==> config.mk <==
export PLATFORM = sky130hd
export DESIGN_NAME = lives_ctl_flat
export DESIGN_NICKNAME = d
export VERILOG_FILES = /design/src/rtl/game_pkg.sv /design/src/rtl/lives_ctl_if.sv /design/src/rtl/frame_tick.sv /design/src/rtl/lives_ctl.sv /design/src/flat_wrapper.sv
export SDC_FILE = /design/constraint.sdc
export NUM_CORES = 1
export LEC_CHECK = 0
export BUFFER_PORTS_ARGS = -buffer_cell sky130_fd_sc_hd__buf_4
export CAP_MARGIN = 20
export CORE_MARGIN = 3
export CORE_UTILIZATION = 35
export CTS_CLUSTER_SIZE = 12
export DETAILED_ROUTE_END_ITERATION = 7
export HOLD_SLACK_MARGIN = 0.03
export PLACE_DENSITY = 0.65
export SLEW_MARGIN = 20
export SYNTH_ARGS = -nofsm -noshare
export SYNTH_HDL_FRONTEND = slang
export SYNTH_SLANG_ARGS = --single-unit
export TNS_END_PERCENT = 5
==> constraint.sdc <==
create_clock -name pclk -period 1.96 [get_ports pclk]
set_input_delay 0.392 -clock pclk [delete_from_list [all_inputs] [get_ports pclk]]
set_output_delay 0.392 -clock pclk [all_outputs]
set_load 0.05 [all_outputs]
==> src/rtl/game_pkg.sv <==
// Shared game-side types: life-cycle state encoding, lives width and the
// ship/lives flag decode used by lives_ctl and the lives draw stage.
package game_pkg;

  localparam int LIVES_W = 4;
  localparam int FRAME_W = 8;

  localparam logic [1:0] ALIVE     = 2'd0;
  localparam logic [1:0] EXPLODE   = 2'd1;
  localparam logic [1:0] INVULN    = 2'd2;
  localparam logic [1:0] GAME_OVER = 2'd3;

  typedef enum logic [1:0] {
    ST_ALIVE     = ALIVE,
    ST_EXPLODE   = EXPLODE,
    ST_INVULN    = INVULN,
    ST_GAME_OVER = GAME_OVER
  } life_state_t;

  typedef struct packed {
    logic ship_enable;
    logic ship_visible;
    logic explode;
    logic invulnerable;
    logic game_over;
  } ship_flags_t;

  // Per-state output flags; blink_vis only matters while invulnerable.
  function automatic ship_flags_t state_flags(life_state_t st, logic blink_vis);
    ship_flags_t f;
    f.ship_enable  = 1'b1;
    f.ship_visible = 1'b1;
    f.explode      = 1'b0;
    f.invulnerable = 1'b0;
    f.game_over    = 1'b0;
    case (st)
      ST_EXPLODE: begin
        f.ship_enable  = 1'b0;
        f.ship_visible = 1'b0;
        f.explode      = 1'b1;
        f.invulnerable = 1'b1;
      end
      ST_INVULN: begin
        f.ship_visible = blink_vis;
        f.invulnerable = 1'b1;
      end
      ST_GAME_OVER: begin
        f.ship_enable  = 1'b0;
        f.ship_visible = 1'b0;
        f.invulnerable = 1'b1;
        f.game_over    = 1'b1;
      end
      default: ;
    endcase
    return f;
  endfunction

endpackage

==> src/rtl/lives_ctl_if.sv <==
// Collision/frame inputs and ship/lives status outputs of lives_ctl.
interface lives_ctl_if;

  logic                           vsync_in;
  logic                           hit;
  logic                           new_game;
  logic [game_pkg::LIVES_W-1:0]   dead_count;
  logic                           ship_enable;
  logic                           ship_visible;
  logic                           explode;
  logic                           invulnerable;
  logic                           game_over;
  logic                           respawn;

  modport master (
    output vsync_in, hit, new_game,
    input  dead_count, ship_enable, ship_visible, explode,
           invulnerable, game_over, respawn
  );

  modport slave (
    input  vsync_in, hit, new_game,
    output dead_count, ship_enable, ship_visible, explode,
           invulnerable, game_over, respawn
  );

endinterface

==> src/rtl/frame_tick.sv <==
// Rising-edge detector on vsync: one-cycle tick in the first cycle vsync is
// seen high. Reusable by any per-frame block.
module frame_tick (
  input  logic pclk,
  input  logic rst,
  input  logic vsync_in,
  output logic tick
);

  logic vsync_q_reg;

  always_ff @(posedge pclk) begin
    if (rst) begin
      vsync_q_reg <= 1'b0;
    end else begin
      vsync_q_reg <= vsync_in;
    end
  end

  assign tick = vsync_in & ~vsync_q_reg;

endmodule

==> src/rtl/lives_ctl.sv <==
// Player life-cycle sequencer: ALIVE -> EXPLODE -> INVULN/GAME_OVER, paced by
// frame ticks. Define LIVES_CTL_BLINK_EN to blink the ship while invulnerable.
module lives_ctl
  import game_pkg::*;
#(
  parameter int LIVES          = 3,
  parameter int EXPLODE_FRAMES = 30,
  parameter int INVULN_FRAMES  = 120,
  parameter int BLINK_HALF     = 8
) (
  input  logic        pclk,
  input  logic        rst,
  lives_ctl_if.slave  bus
);

  if (LIVES < 1 || LIVES > 15) begin : g_bad_lives
    $error("lives_ctl: LIVES must be 1..15");
  end
  if (EXPLODE_FRAMES < 1 || EXPLODE_FRAMES > 255) begin : g_bad_explode
    $error("lives_ctl: EXPLODE_FRAMES must be 1..255");
  end
  if (INVULN_FRAMES < 1 || INVULN_FRAMES > 255) begin : g_bad_invuln
    $error("lives_ctl: INVULN_FRAMES must be 1..255");
  end
  if (BLINK_HALF < 1 || BLINK_HALF > 255) begin : g_bad_blink
    $error("lives_ctl: BLINK_HALF must be 1..255");
  end

  localparam logic [LIVES_W-1:0] LIVES_MAX    = LIVES_W'(LIVES);
  localparam logic [FRAME_W-1:0] EXPLODE_LAST = FRAME_W'(EXPLODE_FRAMES - 1);
  localparam logic [FRAME_W-1:0] INVULN_LAST  = FRAME_W'(INVULN_FRAMES - 1);

  logic                tick;
  life_state_t         state_reg, state_next;
  logic [FRAME_W-1:0]  frame_cnt_reg, frame_cnt_next;
  logic [LIVES_W-1:0]  dead_count_reg, dead_count_next;
  logic                respawn_reg, respawn_next;
  logic                blink_vis_next;
  ship_flags_t         flags_reg, flags_next;

  frame_tick u_frame_tick (
    .pclk     (pclk),
    .rst      (rst),
    .vsync_in (bus.vsync_in),
    .tick     (tick)
  );

  always_ff @(posedge pclk) begin
    if (rst) begin
      state_reg      <= ST_ALIVE;
      frame_cnt_reg  <= '0;
      dead_count_reg <= '0;
      respawn_reg    <= 1'b0;
      flags_reg      <= state_flags(ST_ALIVE, 1'b1);
    end else begin
      state_reg      <= state_next;
      frame_cnt_reg  <= frame_cnt_next;
      dead_count_reg <= dead_count_next;
      respawn_reg    <= respawn_next;
      flags_reg      <= flags_next;
    end
  end

  // new_game outranks both hit and the frame tick.
  always_comb begin
    state_next      = state_reg;
    frame_cnt_next  = frame_cnt_reg + (tick ? 8'd1 : 8'd0);
    dead_count_next = dead_count_reg;
    respawn_next    = 1'b0;
    if (bus.new_game) begin
      state_next      = ST_ALIVE;
      frame_cnt_next  = '0;
      dead_count_next = '0;
    end else begin
      case (state_reg)
        ST_ALIVE: begin
          if (bus.hit && (dead_count_reg < LIVES_MAX)) begin
            dead_count_next = dead_count_reg + 4'd1;
            state_next      = ST_EXPLODE;
            frame_cnt_next  = '0;
          end
        end
        ST_EXPLODE: begin
          if (tick && (frame_cnt_reg == EXPLODE_LAST)) begin
            frame_cnt_next = '0;
            if (dead_count_reg == LIVES_MAX) begin
              state_next = ST_GAME_OVER;
            end else begin
              state_next   = ST_INVULN;
              respawn_next = 1'b1;
            end
          end
        end
        ST_INVULN: begin
          if (tick && (frame_cnt_reg == INVULN_LAST)) begin
            state_next     = ST_ALIVE;
            frame_cnt_next = '0;
          end
        end
        default: ;
      endcase
    end
  end

`ifdef LIVES_CTL_BLINK_EN
  localparam logic [FRAME_W-1:0] BLINK_LAST = FRAME_W'(BLINK_HALF - 1);

  logic [FRAME_W-1:0] blink_cnt_reg, blink_cnt_next;
  logic               blink_vis_reg;

  // Phase starts invisible on INVULN entry and flips every BLINK_HALF ticks.
  always_comb begin
    blink_cnt_next = blink_cnt_reg;
    blink_vis_next = blink_vis_reg;
    if ((state_next == ST_INVULN) && (state_reg != ST_INVULN)) begin
      blink_cnt_next = '0;
      blink_vis_next = 1'b0;
    end else if ((state_reg == ST_INVULN) && tick) begin
      if (blink_cnt_reg == BLINK_LAST) begin
        blink_cnt_next = '0;
        blink_vis_next = ~blink_vis_reg;
      end else begin
        blink_cnt_next = blink_cnt_reg + 8'd1;
      end
    end
  end

  always_ff @(posedge pclk) begin
    if (rst) begin
      blink_cnt_reg <= '0;
      blink_vis_reg <= 1'b1;
    end else begin
      blink_cnt_reg <= blink_cnt_next;
      blink_vis_reg <= blink_vis_next;
    end
  end
`else
  assign blink_vis_next = 1'b1;
`endif

  assign flags_next = state_flags(state_next, blink_vis_next);

  assign bus.dead_count   = dead_count_reg;
  assign bus.ship_enable  = flags_reg.ship_enable;
  assign bus.ship_visible = flags_reg.ship_visible;
  assign bus.explode      = flags_reg.explode;
  assign bus.invulnerable = flags_reg.invulnerable;
  assign bus.game_over    = flags_reg.game_over;
  assign bus.respawn      = respawn_reg;

endmodule

==> src/flat_wrapper.sv <==
// flat-port wrapper written by rule: the top's interface ports become plain ports
module lives_ctl_flat import game_pkg::*;
#(
  parameter int LIVES          = 3,
  parameter int EXPLODE_FRAMES = 30,
  parameter int INVULN_FRAMES  = 120,
  parameter int BLINK_HALF     = 8
)
  (pclk, rst, bus_vsync_in, bus_hit, bus_new_game, bus_dead_count, bus_ship_enable, bus_ship_visible, bus_explode, bus_invulnerable, bus_game_over, bus_respawn);
  lives_ctl_if bus_i ();
  input  logic pclk;
  input  logic rst;
  input wire logic [$bits(bus_i.vsync_in)-1:0] bus_vsync_in;
  input wire logic [$bits(bus_i.hit)-1:0] bus_hit;
  input wire logic [$bits(bus_i.new_game)-1:0] bus_new_game;
  output wire logic [$bits(bus_i.dead_count)-1:0] bus_dead_count;
  output wire logic [$bits(bus_i.ship_enable)-1:0] bus_ship_enable;
  output wire logic [$bits(bus_i.ship_visible)-1:0] bus_ship_visible;
  output wire logic [$bits(bus_i.explode)-1:0] bus_explode;
  output wire logic [$bits(bus_i.invulnerable)-1:0] bus_invulnerable;
  output wire logic [$bits(bus_i.game_over)-1:0] bus_game_over;
  output wire logic [$bits(bus_i.respawn)-1:0] bus_respawn;
  assign bus_i.vsync_in = bus_vsync_in;
  assign bus_i.hit = bus_hit;
  assign bus_i.new_game = bus_new_game;
  assign bus_dead_count = bus_i.dead_count;
  assign bus_ship_enable = bus_i.ship_enable;
  assign bus_ship_visible = bus_i.ship_visible;
  assign bus_explode = bus_i.explode;
  assign bus_invulnerable = bus_i.invulnerable;
  assign bus_game_over = bus_i.game_over;
  assign bus_respawn = bus_i.respawn;
  lives_ctl #(.LIVES(LIVES), .EXPLODE_FRAMES(EXPLODE_FRAMES), .INVULN_FRAMES(INVULN_FRAMES), .BLINK_HALF(BLINK_HALF)) u_core (.pclk(pclk), .rst(rst), .bus(bus_i));
endmodule
==> flow_summary.json, run 1 <==
{
  "status": "finished, final reports clean",
  "setup-tns-final_ns": 0,
  "layoutNonFillerInstCount": 135,
  "finalCritPeriodShare_pct": 92.9,
  "critical-path-top-delay-family": "simple AND/OR/NAND/NOR gates",
  "setup_viol": 0,
  "drive_gt1_share_pct": 25.2,
  "grt_pass1_vias": 682,
  "port_buffers": 14,
  "grt_pass1_wl_um": 2860,
  "dp_cells": 131,
  "area_delta_synth_final_pct": 20.7,
  "hold_viol": 0,
  "gr-total-overflow": 0,
  "criticalPathCategory": "reg -> reg",
  "htreeDepth": 1,
  "fmax_mhz": 549,
  "rsz0062_at_grt": "no",
  "relSlewSlack_pct": 76.1,
  "die_height_um": 56.6,
  "die_area_um2": 3200,
  "yosysMostFrequentCell": "dfxtp_1",
  "ys_top_cells_by_area": "dfxtp_1 45%, nor2_1 6.3%, ha_1 5.6%",
  "cp_max_fo": 8,
  "clk_latency_ns": 0.30,
  "seqCellArea_um2": 403,
  "dieWidth_um": 56.6,
  "drc_errors": 0,
  "clk_pin_slew_ns": 0.12,
  "end_kind": "flip-flop",
  "synth-main-ff-cell": "dfxtp_1",
  "seq_area_frac_synth_pct": 44.8,
  "post-route-util_pct": 46.6,
  "first_iter_violations": 9,
  "cts-resized-gates": 1,
  "viasPerCell": 4.96,
  "gp_congestion": 0.753,
  "hold_path.class": "in -> reg",
  "detail_route.wl_per_cell_um": 11.4,
  "synth_edf_count": 0,
  "cts_setup_buffers": 0,
  "tightestPinTransition_ns": 0.355,
  "slowest_stage": "or4b_4",
  "ys_warn_count": 0,
  "max_stage_delay_ns": 0.52,
  "syn_area_um2": 895,
  "crit_chain": "ha_1 > or4b_4 > o21a_1 > a32oi_4 > nor2_1",
  "synth_top_cells_by_count": "20 x dfxtp_1, 15 x nor2_1, 5 x nor2b_1",
  "nNetsFinal": 117,
  "yosys.area.top_type": "dfxtp_1",
  "required_ns": 2.14,
  "clock_skew_ns": 0.0118,
  "wirelength_um": 1540,
  "largest_register_ffs": 8,
  "core-area_um2": 2320,
  "grt_max_degree": 13,
  "cp.arrival_ns": 2.00,
  "synth.net_count": 101,
  "antenna_left": 0,
  "period_minus_slack_ns": 1.82,
  "ys_seq_elements": 20,
  "n_antenna_cell": 0,
  "synth_top_area_share_pct": 44.8,
  "hpwlAfterDp_um": 1160,
  "syn_inst": 92,
  "p_leak_nw": 0.421,
  "async_reset_ff_share_pct": 0,
  "cts_inserted_buffers": 3,
  "crit_buf_inv": 0,
  "cts_hold_buf": 0,
  "maxCapViolCount": 0,
  "grt_usage_pct": 11.2,
  "cts_buffer_depth": 2,
  "cts_root_buf": "clkbuf_4",
  "drt_first_pass_iters": 4,
  "syn-mean-instance-area_um2": 9.72,
  "antenna_found_initial": 0,
  "cts_tree": "built",
  "crit_path_start_kind": "flip-flop",
  "maxSlewViolCount": 0,
  "num_rows": 17,
  "synth_cell_types": 33,
  "start_util_pct": 38.6,
  "multi_input_area_um2": 477,
  "whs_ns": 0.274,
  "vias": 669,
  "power_density_nw_per_um2": 765,
  "clock_sinks": 20,
  "fill_cells": 217,
  "pin_count": 15,
  "ir_drop_mv": 0.520
}
## layout make-up
type	count	area share [%]
tap	28	3.24
timing repair buffer	15	10.4
clock inverter	1	2.78
sequential	20	37.3
multi-input combinational	68	44.1
clock buffer	3	2.09
## worst reg2reg max path, delay by kind of cell (launching register included)
| family | cells | cell delay, ns |
|---|---|---|
| flip-flops | 1 | 0.35 |
| AND/OR/NAND/NOR | 2 | 0.62 |
| AO/OA/AOI/OAI | 2 | 0.53 |
| adder cells (fa/ha/maj) | 1 | 0.21 |
## through the flow
stage | power, W | worst slack [ns] | instance area, um2
2_1_floorplan | 0.000485 | 0.000285 | 902
3_3_place_gp | 0.000505 | 0.0414 | 1020
3_5_place_dp | 0.000506 | 0.0219 | 1020
4_1_cts | 0.000841 | 0.136 | 1080
5_1_grt | 0.000868 | 0.0183 | 1080
6_report | 0.000826 | 0.138 | 1080
## cell usage in the layout (no fill, tap or decap)
cell	Yosys	final
mux2i_1	1	1
a21o_1	2	2
xnor2_1	4	4
a211oi_1	1	1
or2_2	1	1
a21oi_1	3	3
or4_4	1	1
dfxtp_2	0	2
or3_1	1	1
nand2b_1	2	2
nand2_1	3	3
a32oi_4	1	1
buf_4	1	15
or4b_4	1	2
nor2_1	15	15
nand3b_1	1	1
nor2b_1	5	5
nor3_2	0	1
clkbuf_4	0	3
or3b_1	2	2
and2_1	2	2
dfxtp_1	20	18
bufinv_16	0	1
o21a_1	1	1
xor2_1	3	3
or4_1	1	1
ha_1	4	4
nor3_1	4	3
nand3_1	4	4
o21ai_0	1	1
nand4b_1	1	1
nor3b_1	1	1
and4_1	1	1
## layer usage
layer	share of wire, %	vias up	track usage, %	wire length, um
met5	0	-	0	0
met4	0.85	0	3.05	13
met3	5.4	2	4.83	83
met2	49	12	19.1	753
met1	45	312	12.7	685
li1	-	343	-	-
## where the power goes
| group | total [W] | switching (W) | internal [W] | leakage, nW |
|---|---|---|---|---|
| combinational | 0.0000787 | 0.0000474 | 0.0000313 | 0.229 |
| clock | 0.000329 | 0.000122 | 0.000207 | 0.0279 |
| sequential | 0.000419 | 0.00000438 | 0.000414 | 0.163 |
| total | 0.000826 | 0.000174 | 0.000652 | 0.421 |
## final timing paths
kind                                 start                               to  slack (ns)  depth (start not counted)
setup / recovery  u_core.bus.dead_count[0]          u_core.frame_cnt_reg[4]        0.14                          5
hold / removal                         rst  u_core.u_frame_tick.vsync_q_reg        0.27                          2
setup reg to reg  u_core.bus.dead_count[0]          u_core.frame_cnt_reg[4]        0.14                          5
hold reg to reg   u_core.bus.dead_count[1]         u_core.bus.dead_count[1]        0.52                          2
## logic make-up after synthesis
| logic type | count (synthesis) | share of synthesized area [%] |
|---|---|---|
| DFF | 20 | 44.8 |
| AOI/OAI and AO/OA | 9 | 8.67 |
| adders and majority gates | 4 | 5.59 |
| muxes | 1 | 1.12 |
| and+or+nand+nor | 47 | 30.1 |
| xor gates and xnor gates | 7 | 6.85 |
| buffers and inverters | 4 | 2.94 |
(Power assumes the default switching activity.)
==> inputs of run 2 (changes only) <==
==> constraint.sdc (replaced) <==
create_clock -name pclk -period 1.96 [get_ports pclk]
set_input_delay 0.392 -clock pclk [delete_from_list [all_inputs] [get_ports pclk]]
set_output_delay 0.392 -clock pclk [all_outputs]
set_load 0.01 [all_outputs]
==> run 2 against run 1 <==
Against the previous run:
- via count decreased by 0.30%
- largest power group unchanged
- critical path depth is 1 lower
- sequential power barely moved
- sequential share of layout area is 0.41 points lower
- largest cell class unchanged
- first-iteration DRC count grew 130%
==> flow_summary.json, run 2 (synthesis results as in run 1) <==
{
  "swShare_pct": 19.8,
  "power.share.clock_pct": 41.1,
  "internal_power_w": 0.000654,
  "seqPwrFrac_pct": 51.2,
  "required_ns": 2.20,
  "detail_route.wl_per_cell_um": 10.9,
  "crit_path_start_kind": "flip-flop",
  "path_depth": 4,
  "drive_gt1_share_pct": 24.8,
  "gr-total-overflow": 0,
  "combPwrFrac_pct": 7.7,
  "cts_hold_buf": 0,
  "critical-path-top-delay-family": "simple AND/OR/NAND/NOR gates",
  "reg2reg_to": "u_core.bus.game_over",
  "relSlewSlack_pct": 73.8,
  "grt_pass1_wl_um": 2580,
  "rr_worst_depth": 4,
  "core-area_um2": 2320,
  "power_density_nw_per_um2": 750,
  "drt_first_pass_iters": 2,
  "hpwlAfterDp_um": 1120,
  "cts_buffer_depth": 2,
  "final_common_cell": "dfxtp_1",
  "maxCapViolCount": 0,
  "tightestPinTransition_ns": 0.392,
  "maxSlewViolCount": 0,
  "finalPower_w": 0.000816,
  "first_iter_violations": 21,
  "hold_viol": 0,
  "slowest_stage": "or4b_4",
  "fill_cells": 231,
  "crit_chain": "nand4b_1 > or4b_4 > or3_1 > a21oi_1",
  "crit_buf_inv": 0,
  "area_delta_synth_final_pct": 21.7,
  "criticalPathCategory": "reg -> reg",
  "clk_pin_slew_ns": 0.12,
  "clock_skew_ns": 0.0160,
  "cts_inserted_buffers": 3,
  "grt_max_degree": 13,
  "finalCritPeriodShare_pct": 92.2,
  "crit_end": "u_core.bus.game_over",
  "most-common-layout-cells": "19 x dfxtp_1, 17 x buf_4, 15 x nor2_1",
  "viasPerCell": 4.87,
  "dieWidth_um": 56.6,
  "drc_errors": 0,
  "fmax_mhz": 553,
  "end_kind": "flip-flop",
  "multi_input_area_um2": 472,
  "r2r_slack_ns": 0.15,
  "fin_area_um2": 1090,
  "start_util_pct": 38.6,
  "p_leak_nw": 0.428,
  "status": "finished, final reports clean",
  "vias": 667,
  "wirelength_um": 1500,
  "setup_viol": 0,
  "port_buffers": 14,
  "ir_drop_mv": 0.504,
  "largest_register_ffs": 8,
  "grt_pass1_vias": 608,
  "switchingPower_w": 0.000162,
  "pin_count": 15,
  "r2r_start": "u_core.frame_cnt_reg[2]",
  "antenna_found_initial": 0,
  "max_stage_delay_ns": 0.57,
  "seqCellArea_um2": 402,
  "post-route-util_pct": 47.0,
  "clk_latency_ns": 0.31,
  "die_height_um": 56.6,
  "num_rows": 17,
  "htreeDepth": 1,
  "nNetsFinal": 119,
  "n_antenna_cell": 0,
  "gp_congestion": 0.790,
  "crit_start": "u_core.frame_cnt_reg[2]",
  "die_area_um2": 3200,
  "antenna_left": 0,
  "whs_ns": 0.266,
  "period_minus_slack_ns": 1.81,
  "cts_root_buf": "clkbuf_4",
  "grt_usage_pct": 10.2,
  "dpl-instance-area_um2": 1020,
  "clock_sinks": 20,
  "cp.arrival_ns": 2.05,
  "rsz0062_at_grt": "no",
  "setup-tns-final_ns": 0,
  "cp_max_fo": 5,
  "hold_path.class": "in -> reg",
  "cts_tree": "built"
}
## run 2: cell type report
class / count / share of cell area, %
Multi-Input combinational cell: 68 / 43.3
Sequential cell: 20 / 36.9
Timing Repair Buffer: 17 / 11.7
Tap cell: 28 / 3.22
Clock inverter: 1 / 2.76
Clock buffer: 3 / 2.07
## run 2: power groups by stage
stage / sequential, W / combinational (W) / clock [W]
2_1_floorplan: 0.000429 / 0.0000370 / 0
3_3_place_gp: 0.000428 / 0.0000597 / 0
3_5_place_dp: 0.000428 / 0.0000600 / 0
4_1_cts: 0.000418 / 0.0000636 / 0.000347
5_1_grt: 0.000419 / 0.0000697 / 0.000364
6_report: 0.000418 / 0.0000628 / 0.000335
## run 2: per-layer routing
layer	track usage [%]	wire [um]	vias up
met2	16.7	704	12
met1	11.8	690	304
met5	0	0	-
met3	4.14	88	2
li1	-	-	349
met4	4.07	16	0
## run 2: repair_timing
action	in CTS	in global routing
resized for setup	2	0
hold endpoints to repair	0	0
endpoints found under the setup margin	1	0
buffers inserted	1	0
## run 2: how the worst min path moves through the flow
stage               cells past startpoint                         endpoint  slack [ns]                     start
CTS                                     2  u_core.u_frame_tick.vsync_q_reg        0.26                       rst
floorplan                               1  u_core.u_frame_tick.vsync_q_reg        0.46                       rst
global route                            2  u_core.u_frame_tick.vsync_q_reg        0.25                       rst
detailed placement                      1         u_core.bus.dead_count[3]        0.50  u_core.bus.dead_count[3]
finish                                  2  u_core.u_frame_tick.vsync_q_reg        0.27                       rst
global placement                        1         u_core.bus.dead_count[3]        0.49  u_core.bus.dead_count[3]
## run 2: per-stage QoR
| stage | setup WS [ns] | cells |
|---|---|---|
| after floorplan | 0.0803 | 92 |
| after global placement | 0.0872 | 132 |
| after detailed placement | 0.0405 | 132 |
| after CTS | 0.131 | 137 |
| after global routing | 0.0148 | 137 |
| final | 0.153 | 137 |
